<file path="src/rtl/mux_rr_sel_arbiter.sv">
// Round-robin arbiter sharing one 4:1 mux among four requesters.
// Drives a registered one-hot grant, the mux select, and a valid flag.
module mux_rr_sel_arbiter #(
  parameter int unsigned MAX_HOLD = 4
) (
  input  logic       clk,
  input  logic       rst,
  input  logic       en,
  input  logic [3:0] req,
  output logic [3:0] gnt,
  output logic [1:0] sel,
  output logic       valid
);

  localparam int unsigned CNT_W = $clog2(MAX_HOLD + 1);

  typedef enum logic {IDLE, GRANT} state_t;

  state_t           state, state_n;
  logic [CNT_W-1:0] cnt, cnt_n;
  logic [1:0]       ptr, ptr_n;
  logic [3:0]       gnt_n;
  logic [1:0]       sel_n;
  logic             valid_n;

  // First set request after p in rotating order; p itself is checked last.
  // Returns {found, index}.
  function automatic logic [2:0] pick(input logic [1:0] p, input logic [3:0] r);
    logic [2:0] res;
    logic [1:0] idx;
    res = '0;
    for (int k = 4; k >= 1; k--) begin
      idx = p + 2'(k);
      if (r[idx]) res = {1'b1, idx};
    end
    return res;
  endfunction

  logic [2:0] win_idle, win_rel;
  logic       release_c;

  assign win_idle  = pick(ptr, req);
  assign win_rel   = pick(sel, req);
  assign release_c = !req[sel] || (cnt == CNT_W'(MAX_HOLD));

  always_ff @(posedge clk or posedge rst) begin
    if (rst) begin
      state <= IDLE;
      gnt   <= '0;
      sel   <= '0;
      valid <= 1'b0;
      cnt   <= '0;
      ptr   <= 2'd3;
    end else begin
      state <= state_n;
      gnt   <= gnt_n;
      sel   <= sel_n;
      valid <= valid_n;
      cnt   <= cnt_n;
      ptr   <= ptr_n;
    end
  end

  always_comb begin
    state_n = state;
    gnt_n   = gnt;
    sel_n   = sel;
    valid_n = valid;
    cnt_n   = cnt;
    ptr_n   = ptr;
    unique case (state)
      IDLE: begin
        gnt_n   = '0;
        valid_n = 1'b0;
        if (en && (|req)) begin
          gnt_n   = 4'b0001 << win_idle[1:0];
          sel_n   = win_idle[1:0];
          valid_n = 1'b1;
          cnt_n   = CNT_W'(1);
          state_n = GRANT;
        end
      end
      GRANT: begin
        if (!en) begin
          gnt_n   = '0;
          valid_n = 1'b0;
          cnt_n   = '0;
          ptr_n   = sel;
          state_n = IDLE;
        end else if (release_c) begin
          // Owner goes to the back of the order; hand over without a gap.
          ptr_n = sel;
          if (win_rel[2]) begin
            gnt_n   = 4'b0001 << win_rel[1:0];
            sel_n   = win_rel[1:0];
            valid_n = 1'b1;
            cnt_n   = CNT_W'(1);
          end else begin
            gnt_n   = '0;
            valid_n = 1'b0;
            cnt_n   = '0;
            state_n = IDLE;
          end
        end else begin
          cnt_n = cnt + CNT_W'(1);
        end
      end
      default: state_n = IDLE;
    endcase
  end

endmodule

</file>
<file path="config.mk">
export PLATFORM = sky130hd
export DESIGN_NAME = mux_rr_sel_arbiter
export DESIGN_NICKNAME = d
export VERILOG_FILES = /design/src/rtl/mux_rr_sel_arbiter.sv
export SDC_FILE = /design/constraint.sdc
export NUM_CORES = 1
export LEC_CHECK = 0
export ABC_CLOCK_PERIOD_IN_PS = 2900
export CAP_MARGIN = 40
export CORE_MARGIN = 10
export CORE_UTILIZATION = 50
export DETAILED_ROUTE_END_ITERATION = 16
export PLACE_DENSITY = 0.83
export SYNTH_ARGS = -nofsm -noshare
export SYNTH_HDL_FRONTEND = slang
export SYNTH_SLANG_ARGS = --single-unit
</file>
<file path="constraint.sdc">
create_clock -name clk -period 2.9 [get_ports clk]
set_input_delay 0.29 -clock clk [delete_from_list [all_inputs] [get_ports clk]]
set_output_delay 0.29 -clock clk [all_outputs]
set_load 0.01 [all_outputs]
</file>
==> results.rst, run 1 <==
.. list-table::
   :header-rows: 1

   * - Metric
     - Value
   * - Outcome
     - finished, final reports clean
   * - Effective utilization at floorplan
     - between 50% and 60%
   * - Horizontal extent of the die
     - between 60 and 70 um
   * - Tightest Hold Check Type
     - primary input to async pin
   * - Unrepaired setup endpoints after global routing
     - no
   * - Cts-stage hold buffer count
     - 0
   * - Fmax
     - between 400 and 500 MHz
   * - Flops & latches, synth
     - 13
   * - Post-synth cell types
     - 47
   * - Overflow left after global routing
     - 0
   * - Total CTS buffers
     - 3
   * - CP arrival
     - approximately 2200 ps
   * - Synth Instances
     - between 90 and 100
   * - Min cycle time layout
     - 2040 ps
   * - Post-synth top flop
     - sky130_fd_sc_hd__dfrtp_1
   * - TritonCTS clock tree
     - built
   * - Number of flops mapped to enable cells by yosys
     - 0
   * - Global-route total usage across every layer
     - 10.5%
   * - Type of the setup path with the least slack
     - primary input to flip-flop
   * - Post-CTS Setup Inserts
     - 0
   * - Final Wtd Congestion
     - between 0.8 and 0.9
   * - DRT Pass-1 Iters
     - 4
   * - Pin count of the biggest net entering global routing
     - 14
   * - Placement Rows
     - 15
   * - Required time of the critical path
     - between 3000 and 4000 ps
   * - Critical Path Sink Type
     - flip-flop
   * - Min Hold Slack
     - ~330 ps
   * - Buffers added on ports
     - 13
   * - Count of nets left with antenna violations after detail routing
     - 0
   * - Average wire per standard cell
     - 14.7 um
   * - Fraction of layout instances using a drive strength above 1
     - 14.2%
   * - Slowest CP cell
     - sky130_fd_sc_hd__clkdlybuf4s50_1
   * - Combined buffer and inverter count along the critical path
     - 2
   * - Total count of max-transition violations in the final report
     - 0
   * - Placeable core area
     - 1760 um^2
   * - Placement-stage worst setup slack
     - 595 ps
   * - Number of antenna violations at the first check in global routing
     - 0
   * - Post-layout worst setup margin
     - roughly 860 ps
   * - Largest voltage drop on the vdd net
     - about 410 uV
   * - Num ports
     - 14
   * - Die footprint
     - about 4000 um^2
   * - Power per Cell Area
     - 730 nW/um^2
   * - Die span in y
     - ~64 um
   * - First-iteration detailed-routing DRC count
     - 20
   * - Fraction of the yosys area taken by sequential cells
     - about a third
   * - Clock sink count
     - 13
   * - Biggest fanout along the worst timing path
     - 9
   * - Quantity of gates resized following cts
     - 0
   * - Number of setup violations in the final report
     - 0
   * - Via count of the first global-routing pass
     - 763
   * - Worst-Margin Slew
     - 617 ps
   * - First-pass GRT wire length
     - about 3600 um
   * - Fill cell total of the finished layout
     - 160
   * - Crit path cell chain
     - clkdlybuf4s50_1, o41ai_4, inv_4, nand2_2, a2111oi_1, a22oi_1, o21ai_1
   * - Maximum single-stage delay on the critical path
     - approximately 700 ps
   * - Fraction of synthesis flops using an asynchronous set or reset pin
     - 100%
   * - Remaining DRCs
     - 0
   * - Post-DR vias/cell
     - 5.79
   * - Final Hold Fails
     - 0
   * - Setup clock skew after layout
     - a little under 6 ps
   * - Post-route setup TNS
     - 0 ps
   * - Clock transition at the registers of the reported paths
     - approximately 80 ps
   * - Core utilization of the finished layout
     - 60.4%
   * - Post-detailed-placement half-perimeter wirelength
     - around 1500 um
   * - Number of vias in the routed layout
     - between 700 and 800
   * - Post-synthesis average cell area
     - between 9 and 10 um^2
   * - Final Cycle Share
     - between 70% and 80%
   * - Routed Wire Length
     - approximately 1900 um
   * - Family of cells with the greatest summed delay on the critical path
     - compound AO/OA/AOI/OAI gates
   * - Setup crit start kind
     - primary input
   * - Clock insertion delay at the later pin of the skew report
     - 270 ps
   * - Cell area after synthesis
     - around 950 um^2
   * - Depth of the CTS H-tree
     - 1
   * - Cell at the root of the clock tree
     - sky130_fd_sc_hd__clkbuf_4
   * - Maximum clock insertion buffer count
     - 2
   * - YS warnings
     - 0
   * - Power consumption
     - between 700 and 800 uW
   * - Growth of design area from synthesis to finish
     - 12.5%
   * - Normalized max-slew margin
     - about three fifths
   * - Number of maximum-capacitance violations
     - 0
   * - Nets in the synthesized netlist
     - roughly 110
   * - Total inserted antenna cells
     - 0
   * - P_leak
     - between 0.4 and 0.5 nW
   * - Number of nets at the end of the flow
     - 116
[registers in the layout, summed over array words and instances (netlist names)]
name / count
valid: 1
state: 1
sel: 2
cnt: 3
ptr: 2
gnt: 4
[power by group]
part / leakage (nW) / internal, mW / total, mW / switching, mW
registers: 0.160 / 0.242 / 0.314 / 0.0722
logic: 0.246 / 0.191 / 0.354 / 0.163
clock network: 0.0150 / 0.0533 / 0.110 / 0.0569
[stage by stage]
| stage | std cells | instance area, um^2 |
|---|---|---|
| CTS | 131 | 1070 |
| global route | 131 | 1070 |
| floorplan | 97 | 947 |
| global placement | 127 | 1040 |
| detailed placement | 127 | 1040 |
| finish | 131 | 1070 |
[area by class of cell]
cell class                      instances  area [um^2]  share of cell area [%]
Tap cell                               25         31.3                    2.93
Sequential cell                        13          328                    30.8
Multi-Input combinational cell         70          526                    49.3
Clock buffer                            4         26.3                    2.46
Timing Repair Buffer                   13          130                    12.2
Inverter                                6         25.0                    2.35
[kinds of logic after synthesis]
| kind of cell | Yosys count | synth area share [%] |
|---|---|---|
| and+or+nand+nor | 29 | 17.2 |
| adders and majority gates | 2 | 2.64 |
| AOI/OAI and AO/OA | 34 | 28.3 |
| buffers and inverters | 14 | 9.91 |
| muxes | 5 | 7.40 |
| DFF | 13 | 34.6 |
[routing by layer]
| metal | track usage (%) | vias up | part of all wire, % |
|---|---|---|---|
| li1 | - | 372 | - |
| met1 | 11.7 | 358 | 45 |
| met2 | 18.0 | 26 | 47 |
| met3 | 4.24 | 2 | 7.6 |
| met4 | 2.46 | 0 | 0.62 |
| met5 | 0 | - | 0 |
[cell usage after synthesis, drive strengths merged (2+ instances only)]
| cell | count | area [um^2] |
|---|---|---|
| o21ai | 9 | 45.0 |
| inv | 6 | 25.0 |
| buf | 7 | 65.1 |
| nand2 | 7 | 28.8 |
| a21oi | 2 | 10.0 |
| dfstp | 2 | 52.6 |
| a22oi | 2 | 15.0 |
| nor3b | 3 | 22.5 |
| o2bb2ai | 2 | 17.5 |
| ha | 2 | 25.0 |
| dfrtp | 11 | 275 |
| nand2b | 4 | 25.0 |
| nor2b | 3 | 18.8 |
| o22ai | 2 | 12.5 |
| mux2 | 3 | 37.5 |
| nor2 | 7 | 26.3 |
| a2111oi | 2 | 18.8 |
| a21o | 2 | 15.0 |
[path summary, 6_finish.rpt]
check                             from  endpoint  slack, ps  depth (start not counted)
worst max-delay path            req[2]    gnt[0]        860                          7
worst min register to register  cnt[2]    cnt[2]        470                          1
worst max register to register  sel[0]    ptr[0]       1020                          4
max in group asynchronous          rst    ptr[1]       2200                          2
worst min-delay path               rst    gnt[2]        330                          2
min in group clk                cnt[2]    cnt[2]        470                          1
[placed cells by master (no fill, tap or decap), types with 2 or more instances in the layout]
cell type / Yosys / layout
sky130_fd_sc_hd__clkdlybuf4s50_1: 0 / 13
sky130_fd_sc_hd__dfrtp_1: 11 / 11
sky130_fd_sc_hd__nor2_1: 7 / 7
sky130_fd_sc_hd__o21ai_0: 7 / 7
sky130_fd_sc_hd__nand2_1: 6 / 6
sky130_fd_sc_hd__inv_1: 5 / 5
sky130_fd_sc_hd__nand2b_1: 4 / 4
sky130_fd_sc_hd__nor2b_1: 3 / 3
sky130_fd_sc_hd__nor3b_1: 3 / 3
sky130_fd_sc_hd__clkbuf_4: 0 / 3
sky130_fd_sc_hd__a21o_1: 2 / 2
sky130_fd_sc_hd__o22ai_1: 2 / 2
sky130_fd_sc_hd__a21oi_1: 2 / 2
sky130_fd_sc_hd__o2bb2ai_1: 2 / 2
sky130_fd_sc_hd__a22oi_1: 2 / 2
sky130_fd_sc_hd__o21ai_1: 2 / 2
sky130_fd_sc_hd__ha_1: 2 / 2
sky130_fd_sc_hd__dfstp_2: 2 / 2
[worst register-to-register path, delay by kind of cell (launching register included)]
kind               cells  cell delay [ps]
AOI/OAI and AO/OA      1              170
DFF                    1              530
muxes                  2              920
and+or+nand+nor        1              180
Note: power is estimated with default switching activity, not from simulation.
==> inputs of run 2 (changes only) <==
- ABC_CLOCK_PERIOD_IN_PS: 2900 -> 1900
- clock period: 2.9 -> 1.9 ns (I/O delays scaled with it)
==> results.rst, run 2 (synthesis results as in run 1) <==
.. list-table::
   :header-rows: 1

   * - Metric
     - Value
   * - Cell at the root of the clock tree
     - sky130_fd_sc_hd__clkbuf_4
   * - Leading cell type in the layout, fill and taps excluded
     - sky130_fd_sc_hd__buf_4
   * - DRT Pass-1 Iters
     - 4
   * - CP arrival
     - between 2000 and 2500 ps
   * - Total CTS buffers
     - 3
   * - Count of nets left with antenna violations after detail routing
     - 0
   * - Post-CTS Setup Inserts
     - 0
   * - Fill cell total of the finished layout
     - approximately 160
   * - Die footprint
     - 4040 um^2
   * - Fmax
     - between 500 and 600 MHz
   * - Leading registers by flop count
     - gnt (4), cnt (3)
   * - Worst-Margin Slew
     - between 400 and 500 ps
   * - Unrepaired setup endpoints after global routing
     - no
   * - Placement-stage worst setup slack
     - -248 ps
   * - Clock transition at the registers of the reported paths
     - approximately 70 ps
   * - Commonest non-fill, non-tap cells in the layout
     - sky130_fd_sc_hd__buf_4 (17), sky130_fd_sc_hd__clkdlybuf4s50_1 (13), sky130_fd_sc_hd__dfrtp_1 (10)
   * - DR WL met2
     - 1050 um
   * - Max reg flops
     - 4
   * - Biggest fanout along the worst timing path
     - 7
   * - Total inserted antenna cells
     - 0
   * - Via count of the first global-routing pass
     - slightly below 900
   * - Number of placed instances, taps included
     - 144
   * - Outcome
     - finished, final reports clean
   * - Largest voltage drop on the vdd net
     - 700 uV
   * - Placed standard-cell area
     - 1170 um^2
   * - Global-route total usage across every layer
     - between 10% and 20%
   * - Growth of design area from synthesis to finish
     - 26.8%
   * - Final Wtd Congestion
     - approximately 0.85
   * - Number of maximum-capacitance violations
     - 0
   * - Routed Wire Length
     - 2200 um
   * - First-iteration detailed-routing DRC count
     - 22
   * - Num ports
     - 14
   * - TritonCTS clock tree
     - built
   * - Number of setup violations in the final report
     - 0
   * - Setup crit start kind
     - primary input
   * - Count of placed standard cells in the final layout, fillers left out
     - 148
   * - Fraction of layout instances using a drive strength above 1
     - between 20 and 30%
   * - Number of vias in the routed layout
     - approximately 850
   * - Final Cycle Share
     - 96.1%
   * - P_leak
     - a little over 0.5 nW
   * - Critical Path Sink Type
     - flip-flop
   * - Number of nets at the end of the flow
     - 133
   * - Clock sink count
     - 13
   * - First-pass GRT wire length
     - around 4000 um
   * - Finished Cell Area
     - 1200 um^2
   * - Buffers added on ports
     - 13
   * - Overflow left after global routing
     - 0
   * - Post-DR vias/cell
     - about 5.7
   * - Number of antenna violations at the first check in global routing
     - 0
   * - Required time of the critical path
     - approximately 2100 ps
   * - Uppermost signal routing layer after detailed routing
     - met4
   * - Depth of the CTS H-tree
     - 1
   * - Effective utilization at floorplan
     - approximately 54%
   * - Min cycle time layout
     - roughly 1800 ps
   * - DR WL met3
     - ~130 um
   * - Core utilization of the finished layout
     - between 60% and 70%
   * - Tightest Hold Check Type
     - primary input to async pin
   * - Horizontal extent of the die
     - around 64 um
   * - Maximum clock insertion buffer count
     - 2
   * - Power per Cell Area
     - between 1000 and 1500 nW/um^2
   * - Remaining DRCs
     - 0
   * - Clock insertion delay at the later pin of the skew report
     - between 200 and 300 ps
   * - Die span in y
     - between 60 and 70 um
   * - Placeable core area
     - ~1800 um^2
   * - Setup clock skew after layout
     - 3.10 ps
   * - Total count of max-transition violations in the final report
     - 0
   * - Type of the setup path with the least slack
     - primary input to flip-flop
   * - Post-detailed-placement half-perimeter wirelength
     - ~1800 um
   * - Final Hold Fails
     - 0
   * - Normalized max-slew margin
     - between 60 and 70%
   * - Average wire per standard cell
     - approximately 15 um
   * - Post-layout worst setup margin
     - roughly 75 ps
   * - Placement Rows
     - 15
   * - Pin count of the biggest net entering global routing
     - 14
   * - Largest reg by FF count
     - gnt
   * - M1 WL
     - roughly 990 um
[run 2: critical path, stage by stage]
cell	delay, ps
sky130_fd_sc_hd__clkdlybuf4s50_1	560
sky130_fd_sc_hd__mux4_2	560
sky130_fd_sc_hd__and2_1	180
sky130_fd_sc_hd__a21boi_2	180
sky130_fd_sc_hd__mux2_2	350
[run 2: layout make-up]
class | instances | area [um^2] | share of cell area (%)
Timing Repair Buffer | 30 | 258 | 21.5
Sequential cell | 13 | 329 | 27.4
Inverter | 6 | 25.0 | 2.08
Multi-Input combinational cell | 70 | 532 | 44.3
Tap cell | 25 | 31.3 | 2.60
Clock buffer | 4 | 26.3 | 2.19
[run 2: path summary, 6_finish.rpt]
check	depth (start not counted)	startpoint	slack, ps	to
max	5	req[2]	70	ptr[0]
min	2	rst	240	gnt[0]
max reg2reg	4	sel[0]	120	ptr[0]
min reg2reg	2	gnt[2]	480	gnt[2]
max in group asynchronous	2	rst	1300	sel[0]
min in group clk	2	gnt[2]	480	gnt[2]
[run 2: per-layer routing]
| layer | up-vias | GRT usage, % |
|---|---|---|
| met3 | 6 | 4.42 |
| met5 | - | 0 |
| met1 | 412 | 13.5 |
| met2 | 21 | 18.7 |
| met4 | 0 | 3.01 |
| li1 | 408 | - |
[run 2: per-stage QoR]
stage	total power, mW	setup TNS [ps]	hold slack [ps]
after global routing	1.40	0	258
final	1.29	0	242
after CTS	1.29	0	249
after detailed placement	1.12	-1310	466
after floorplan	0.876	0	65.5
after global placement	1.10	-821	460
[run 2: power by group]
group	switching [mW]	internal (mW)
sequential	0.104	0.372
combinational	0.290	0.368
clock	0.0780	0.0812
total	0.472	0.820
[run 2: what timing repair did]
action,in CTS,in global routing
resized for setup,0,3
hold buffers,0,0
hold endpoints to repair,0,0
endpoints found under the setup margin,0,5
